[src/rtl/mem_port_arbiter.sv]
// mem_port_arbiter
// Shares the single external memory port between instruction fetch (IF) and
// memory access (MA). One transaction owns the port at a time; the winner's
// command is registered for the whole transaction, and the completion pulse
// and read data are returned to the owner one cycle after memAck.
//
// state      | meaning
// -----------+-------------------------------------------------------------
// ST_IDLE    | port free; requests sampled, combinational grant issued
// ST_IF_BUSY | IF read in flight; memReq held until memAck, flush kills it
// ST_MA_BUSY | MA read/write in flight; memReq held until memAck
module mem_port_arbiter #(
    parameter int ADDR_WIDTH   = 32,
    parameter int DATA_WIDTH   = 32,
    parameter int STARVE_LIMIT = 4
) (
    input  logic                  clk,
    input  logic                  rst,
    input  logic                  flush,

    input  logic                  ifReq,
    input  logic [ADDR_WIDTH-1:0] ifAddr,
    output logic                  ifGrant,
    output logic                  ifDone,
    output logic [DATA_WIDTH-1:0] ifReadData,

    input  logic                  maReq,
    input  logic                  maWrite,
    input  logic [ADDR_WIDTH-1:0] maAddr,
    input  logic [DATA_WIDTH-1:0] maWriteData,
    output logic                  maGrant,
    output logic                  maDone,
    output logic [DATA_WIDTH-1:0] maReadData,

    output logic                  memReq,
    output logic                  memWrite,
    output logic [ADDR_WIDTH-1:0] memAddr,
    output logic [DATA_WIDTH-1:0] memWriteData,
    input  logic                  memAck,
    input  logic [DATA_WIDTH-1:0] memReadData
);

    typedef enum logic [1:0] {
        ST_IDLE    = 2'd0,
        ST_IF_BUSY = 2'd1,
        ST_MA_BUSY = 2'd2
    } state_e;

    localparam logic [3:0] STARVE_MAX = 4'(STARVE_LIMIT);

    state_e                state_q,    state_d;
    logic [3:0]            starve_q,   starve_d;
    logic                  kill_q,     kill_d;
    logic [ADDR_WIDTH-1:0] cmd_addr_q,  cmd_addr_d;
    logic                  cmd_write_q, cmd_write_d;
    logic [DATA_WIDTH-1:0] cmd_wdata_q, cmd_wdata_d;
    logic                  if_done_q,  if_done_d;
    logic                  ma_done_q,  ma_done_d;
    logic [DATA_WIDTH-1:0] if_rdata_q, if_rdata_d;
    logic [DATA_WIDTH-1:0] ma_rdata_q, ma_rdata_d;

    logic in_idle;
    logic if_cand;
    logic starved;
    logic ma_win;
    logic if_win;

    // Arbitration: MA has priority unless IF has waited through STARVE_LIMIT
    // MA grants. A flushed IF request is not a candidate, so MA may still use
    // the port in that cycle. Grants are held off while reset is asserted.
    always_comb begin
        in_idle = (state_q == ST_IDLE);
        if_cand = ifReq && !flush;
        starved = (starve_q == STARVE_MAX);
        ma_win  = in_idle && rst && maReq && !(if_cand && starved);
        if_win  = in_idle && rst && if_cand && !ma_win;
    end

    // Next-state, command capture, starvation counter, kill and completion.
    always_comb begin
        state_d     = state_q;
        starve_d    = starve_q;
        kill_d      = kill_q;
        cmd_addr_d  = cmd_addr_q;
        cmd_write_d = cmd_write_q;
        cmd_wdata_d = cmd_wdata_q;
        if_done_d   = 1'b0;
        ma_done_d   = 1'b0;
        if_rdata_d  = if_rdata_q;
        ma_rdata_d  = ma_rdata_q;

        case (state_q)
            ST_IDLE: begin
                kill_d = 1'b0;
                if (ma_win) begin
                    cmd_addr_d  = maAddr;
                    cmd_write_d = maWrite;
                    cmd_wdata_d = maWriteData;
                    state_d     = ST_MA_BUSY;
                end else if (if_win) begin
                    cmd_addr_d  = ifAddr;
                    cmd_write_d = 1'b0;
                    state_d     = ST_IF_BUSY;
                end

                // Counts how many MA grants IF has sat through.
                if (if_win || !ifReq) begin
                    starve_d = 4'd0;
                end else if (ma_win && (starve_q != STARVE_MAX)) begin
                    starve_d = starve_q + 4'd1;
                end
            end

            ST_IF_BUSY: begin
                if (flush) begin
                    kill_d = 1'b1;
                end
                // A killed fetch still completes on the bus, but its data and
                // done pulse are dropped, including a flush in the ack cycle.
                if (memAck) begin
                    state_d = ST_IDLE;
                    kill_d  = 1'b0;
                    if (!(kill_q || flush)) begin
                        if_rdata_d = memReadData;
                        if_done_d  = 1'b1;
                    end
                end
            end

            ST_MA_BUSY: begin
                if (memAck) begin
                    state_d    = ST_IDLE;
                    ma_rdata_d = memReadData;
                    ma_done_d  = 1'b1;
                end
            end

            default: begin
                state_d = ST_IDLE;
            end
        endcase
    end

    // State and data registers; reset drops any in-flight command at once.
    always_ff @(posedge clk or negedge rst) begin
        if (!rst) begin
            state_q     <= ST_IDLE;
            starve_q    <= 4'd0;
            kill_q      <= 1'b0;
            cmd_addr_q  <= '0;
            cmd_write_q <= 1'b0;
            cmd_wdata_q <= '0;
            if_done_q   <= 1'b0;
            ma_done_q   <= 1'b0;
            if_rdata_q  <= '0;
            ma_rdata_q  <= '0;
        end else begin
            state_q     <= state_d;
            starve_q    <= starve_d;
            kill_q      <= kill_d;
            cmd_addr_q  <= cmd_addr_d;
            cmd_write_q <= cmd_write_d;
            cmd_wdata_q <= cmd_wdata_d;
            if_done_q   <= if_done_d;
            ma_done_q   <= ma_done_d;
            if_rdata_q  <= if_rdata_d;
            ma_rdata_q  <= ma_rdata_d;
        end
    end

    // Memory command is driven straight from the command registers.
    always_comb begin
        memReq       = (state_q != ST_IDLE);
        memWrite     = memReq && cmd_write_q;
        memAddr      = cmd_addr_q;
        memWriteData = cmd_wdata_q;
    end

    // Requester-facing outputs.
    always_comb begin
        ifGrant    = if_win;
        maGrant    = ma_win;
        ifDone     = if_done_q;
        maDone     = ma_done_q;
        ifReadData = if_rdata_q;
        maReadData = ma_rdata_q;
    end

endmodule

[config.mk]
export PLATFORM = sky130hd
export DESIGN_NAME = mem_port_arbiter
export DESIGN_NICKNAME = d
export VERILOG_FILES = /design/src/rtl/mem_port_arbiter.sv
export SDC_FILE = /design/constraint.sdc
export NUM_CORES = 1
export LEC_CHECK = 0
export ABC_AREA = 1
export CORE_ASPECT_RATIO = 1.5
export CORE_MARGIN = 5
export CORE_UTILIZATION = 38
export CTS_CLUSTER_SIZE = 10
export DETAILED_ROUTE_END_ITERATION = 16
export GPL_ROUTABILITY_DRIVEN = 0
export PLACE_DENSITY = 0.84
export SETUP_SLACK_MARGIN = 0.5
export SYNTH_ARGS = -nofsm -noshare
export SYNTH_HDL_FRONTEND = slang
export SYNTH_SLANG_ARGS = --single-unit
[constraint.sdc]
create_clock -name clk -period 1.44 [get_ports clk]
set_clock_uncertainty 0.1 [all_clocks]
set_input_delay 0.144 -clock clk [delete_from_list [all_inputs] [get_ports clk]]
set_output_delay 0.144 -clock clk [all_outputs]
set_load 0.01 [all_outputs]
* Word level (Yosys, flattened, before mapping)
Index checks and enable logic that the tools add are counted.
** Word-level totals
- Output and inout port bits :: 134
- Flip-flop bits (word level) :: 138
- Logic and storage cells :: 65
** Operators by class
- Equality and inequality tests :: 7
- Reduce and logical (&&, ||, !) cells :: 28
- Mux-type cells :: 18
- Add/subtract/negate cells :: 1
- Bitwise operators :: 1
** Operators by type and width (number)
- 32-bit 2-to-1 mux :: 2
- 2-bit AND reduction :: 6
- 1-bit logical AND :: 9
- 1-bit 2-to-1 mux :: 9
- 4-bit 2-to-1 mux :: 2
- 2-bit nonzero test :: 4
- 2-bit 2-to-1 mux :: 3
- 4-bit by 1-bit adder with 4-bit output (second input constant) :: 1
- 4-bit by 3-bit equality test with 1-bit output (second input constant) :: 1
- 1-bit logical NOT :: 4
- 4-bit by 3-bit inequality test with 1-bit output (second input constant) :: 1
- 2-bit one-hot mux with 2 select lines :: 1
- 3-bit by 1-bit inequality test with 1-bit output (second input constant) :: 1
- 3-bit inequality test (second input constant) :: 1
- 3-bit AND reduction :: 1
- 2-bit by 1-bit equality test with 1-bit output (second input constant) :: 1
- 2-bit equality test (second input constant) :: 1
- 2-bit logical NOT :: 1
- 1-bit logical OR :: 2
- 2-bit by 1-bit inequality test with 1-bit output (second input constant) :: 1
- 1-bit one-hot mux with 2 select lines :: 1
- 2-bit OR reduction :: 1
- 1-bit NOT :: 1

* Longest topological paths before layout
- Depth in word-level cells :: 10
- Depth in mapped cells :: 11
- Depth with buffers taken out :: 10

* Worst setup path after synthesis
Ideal clock, no wire load.
- Kind :: register to register
- From :: register state_q[0]
- To :: register cmd_addr_q[12] (netlist: memAddr[12])
- Stages on the path, launching flop included :: 9
- Path slack :: -157 ps
- Data arrival time :: 1380 ps
- Clock period less this slack :: 1597 ps
- Required time :: 1223 ps
- Path through :: dfrtp_1 > inv_1 > ha_1 > nand2_2 > a21oi_2 > inv_2 > clkbuf_1 > nand2_1 > nand2_1
** On the way
- Word-level cells in the longest chain between the ends :: 8
- Elaborated cells on any way between the ends :: 10
- Those cells by class :: 1 x mux; 9 x reduce/logical
** RTL lines
- from (decl) :: line 51 : state_e state_q, state_d;
- from (signal assigned) :: line 158 : state_q <= state_d;
- 2-bit logical NOT * :: line 72, 92
- 1-bit logical AND :: line 75, 76
- 1-bit logical AND (2 in a row) :: line 75 : ma_win = in_idle && rst && maReq && !(if_cand && starved);
- 1-bit logical NOT :: line 76 : if_win = in_idle && rst && if_cand && !ma_win;
- 1-bit logical AND :: line 76
- 2-bit nonzero test (no source line)
- 2-bit AND reduction (no source line)
- to (signal assigned) :: line 161 : cmd_addr_q <= cmd_addr_d;
- to (decl) :: line 54 : logic [ADDR_WIDTH-1:0] cmd_addr_q, cmd_addr_d;
Mark *: on every way between the ends. The rest lies on a longest branch, timed or not.
A chain may end at the register's enable or synchronous reset.

* Worst setup path after layout
- From :: register state_q[0]
- To :: output ifGrant
** On the way
- Word-level cells in the longest chain between the ends :: 6
- Elaborated cells on any way between the ends :: 7
- Those cells by class :: 7 x reduce/logical
** RTL lines
- 2-bit logical NOT * :: line 72 : in_idle = (state_q == ST_IDLE);
- 1-bit logical AND * :: line 75, 76
- 1-bit logical AND (2 in a row) :: line 75
- 1-bit logical NOT :: line 76
- 1-bit logical AND * :: line 76
- to (decl) :: line 23 : output logic ifGrant,
Marks and branches as above.

==> flow_summary.json <==
{
  "status": "finished with violations",
  "violations": "negative hold slack, negative setup slack",
  "grt_usage_pct": 25.0,
  "routed-via-count": 6976,
  "ys_seq_area_share_pct": 58.3,
  "core_um2": 15500,
  "arrival_ns": 1.63,
  "firstDrtPassIters": 5,
  "wirelength_mm": 28.6,
  "setup_viol": 140,
  "cp-start-kind": "register",
  "switching_share_pct": 37.5,
  "ff2ff_setup_slack_ns": -0.43,
  "ir_drop_mv": 1.52,
  "numCtsBuffers": 17,
  "vias_per_cell": 5.15,
  "worstPathMaxFanout": 3,
  "r2r_end": "memWriteData[31]",
  "seq_power_share_pct": 28.1,
  "pre_cts_ws_ns": -0.495,
  "antenna_cells": 0,
  "power.total_mw": 25.0,
  "initial_core_util_pct": 38.3,
  "cts_root_buffer": "clkbuf_16",
  "timing.final.ws_setup_ns": -0.438,
  "final_cell_area_um2": 11900,
  "h-tree-depth": 4,
  "power-per-cell-area_nw_per_um2": 2100,
  "finalNetCount": 1278,
  "syn_area_per_cell_um2": 8.53,
  "hold_slack_ns": -0.212,
  "comb_power_share_pct": 53.6,
  "io-pin-count": 269,
  "fp.dieW_um": 112,
  "timing.fmax_mhz": 532,
  "cp-end-kind": "output pin",
  "wl_per_cell_um": 21.1,
  "p_leak_nw": 6.19,
  "worstSetupPathType": "register to output pin",
  "drv_slew": 0,
  "worst_ep_required_time_ns": 1.20,
  "area_growth_pct": 100,
  "place_area_um2": 9050,
  "cts.sinks": 138,
  "insertion_delay_ns": 0.40,
  "grt_pass1_wl_mm": 35.3,
  "cap_viol_max_count": 0,
  "port_buffers": 268,
  "min_path_type": "input port to async pin",
  "worstMarginPinSlew_ns": 0.897,
  "synthesis.area_um2": 5930,
  "internal-power_mw": 15.6,
  "dp_cells": 1168,
  "antenna_found_initial": 0,
  "syn_nets": 835,
  "min_period_ns": 1.88,
  "post-route-period-util_pct": 130,
  "slew_headroom_pct": 40.2,
  "drtAntennaViolNets": 0,
  "p_sw_mw": 9.36,
  "ys.warnings.count": 0,
  "hold_violations": 113,
  "regToRegStartpoint": "state_q[0]",
  "dp_hpwl_mm": 13.2,
  "path_clk_slew_ns": 0.07,
  "cts_max_path_buffers": 2,
  "cts_tree": "done",
  "grt_pass1_vias": 6563,
  "grt_max_degree": 139,
  "drc": 0,
  "drive_above_1_share_pct": 44.1,
  "ys_types": 21,
  "drt_iter0_markers": 456,
  "p_clk_share_pct": 18.3,
  "rows": 56,
  "stdcell_count": 1354,
  "fp.dieH_um": 163,
  "synth_seq_cells": 138,
  "grt_setup_unrepaired": "true",
  "die_area_um2": 18200,
  "ff2ff_path_depth": 11,
  "overflow": 0,
  "synth_cells": 695
}
==> cells by family after synthesis <==
| family | count (synthesis) | share of synthesized area (%) |
|---|---|---|
| flops | 138 | 58.3 |
| buf+inv | 118 | 8.36 |
| compound gates | 69 | 5.89 |
| xor+xnor | 2 | 0.296 |
| fa+ha+maj | 5 | 1.06 |
| simple gates | 363 | 26.2 |
==> cell usage in the layout, fill, tap and decap left out, drive strengths merged <==
| cell type | netlist | final |
|---|---|---|
| nand2 | 286 | 287 |
| buf | 22 | 315 |
| inv | 83 | 88 |
| clkinvlp | 0 | 2 |
| dfrtp | 138 | 138 |
| bufinv | 0 | 2 |
| xor2 | 1 | 1 |
| o21ai | 67 | 67 |
| nand4 | 1 | 1 |
| nand3b | 32 | 32 |
| clkdlybuf4s50 | 0 | 133 |
| clkbuf | 13 | 29 |
| nand3 | 35 | 35 |
| a21oi | 2 | 2 |
| ha | 5 | 5 |
| xnor2 | 1 | 1 |
| nor3 | 1 | 1 |
| clkinv | 0 | 4 |
| nor2 | 8 | 8 |
==> through the flow <==
step           utilization (%)  setup TNS (ns)
6_report                  76.7          -39.15
4_1_cts                   68.2          -26.14
5_1_grt                   76.7          -48.57
3_3_place_gp              58.4          -28.90
2_1_floorplan                -           -3.71
3_5_place_dp              58.4          -30.16
==> cell usage after synthesis, drive strengths merged <==
master / n / area share, %
a21oi: 2 / 0.23
buf: 22 / 2.3
clkbuf: 13 / 0.82
dfrtp: 138 / 58
ha: 5 / 1.1
inv: 83 / 5.3
nand2: 286 / 18
nand3: 35 / 3.0
nand3b: 32 / 4.1
nand4: 1 / 0.11
nor2: 8 / 0.63
nor3: 1 / 0.17
o21ai: 67 / 5.7
xnor2: 1 / 0.15
xor2: 1 / 0.15
==> state kept, by name (all words and copies together), names as in the netlist <==
| name | count |
|---|---|
| kill_q | 1 |
| maDone | 1 |
| ifReadData | 32 |
| memWriteData | 32 |
| ifDone | 1 |
| state_q | 2 |
| maReadData | 32 |
| cmd_write_q | 1 |
| memAddr | 32 |
| starve_q | 4 |
==> metal layers <==
| layer | part of all wire [%] | routed length [um] | global-route usage (%) | vias to the layer above |
|---|---|---|---|---|
| li1 | - | - | - | 3038 |
| met2 | 53 | 15200 | 45.4 | 439 |
| met5 | 0 | 0 | 0 | - |
| met4 | 5.7 | 1630 | 11.3 | 0 |
| met3 | 8.2 | 2350 | 6.58 | 106 |
| met1 | 33 | 9460 | 27.0 | 3393 |
==> worst max-delay path by stage <==
stage                      from          end  slack, ns  cells past startpoint
detailed placement        flush      maGrant      -0.49                      8
global placement          flush      maGrant      -0.50                      8
floorplan           starve_q[0]  memAddr[10]      -0.07                     11
finish               state_q[0]      ifGrant      -0.44                      8
global route         state_q[0]      ifGrant      -0.53                      8
CTS                  state_q[0]      ifGrant      -0.36                      8
==> critical path, cell delays in order, from the launching register on <==
cell	delay, ns
dfrtp_1	0.41
inv_2	0.09
ha_4	0.16
nand2_4	0.07
nor2_4	0.17
nand2_2	0.10
nand2_2	0.08
inv_2	0.05
buf_6	0.11
==> what timing repair did <==
item / 4_1_cts / 5_1_grt
hold endpoints to repair: 138 / 89
gates cloned: 17 / 12
setup buffers: 68 / 57
pin swaps: 13 / 17
gates resized for setup: 735 / 163
endpoints found under the setup margin: 272 / 272
==> power by group through the flow <==
stage	Combinational [mW]	Sequential [mW]	Clock, mW
floorplan	2.69	7.48	0
global placement	8.42	6.64	0
detailed placement	8.60	6.71	0
CTS	10.0	6.71	4.61
global route	14.1	7.15	4.81
finish	13.4	7.00	4.58
==> layout make-up <==
cell class | instances | area (um^2)
clock buffer | 19 | 453
clock inverter | 13 | 156
fill | 866 | 3600
inverter | 83 | 322
multi-input combinational | 440 | 2660
sequential | 138 | 3450
tap | 203 | 254
timing repair buffer | 458 | 4580
(Power assumes the default switching activity.)
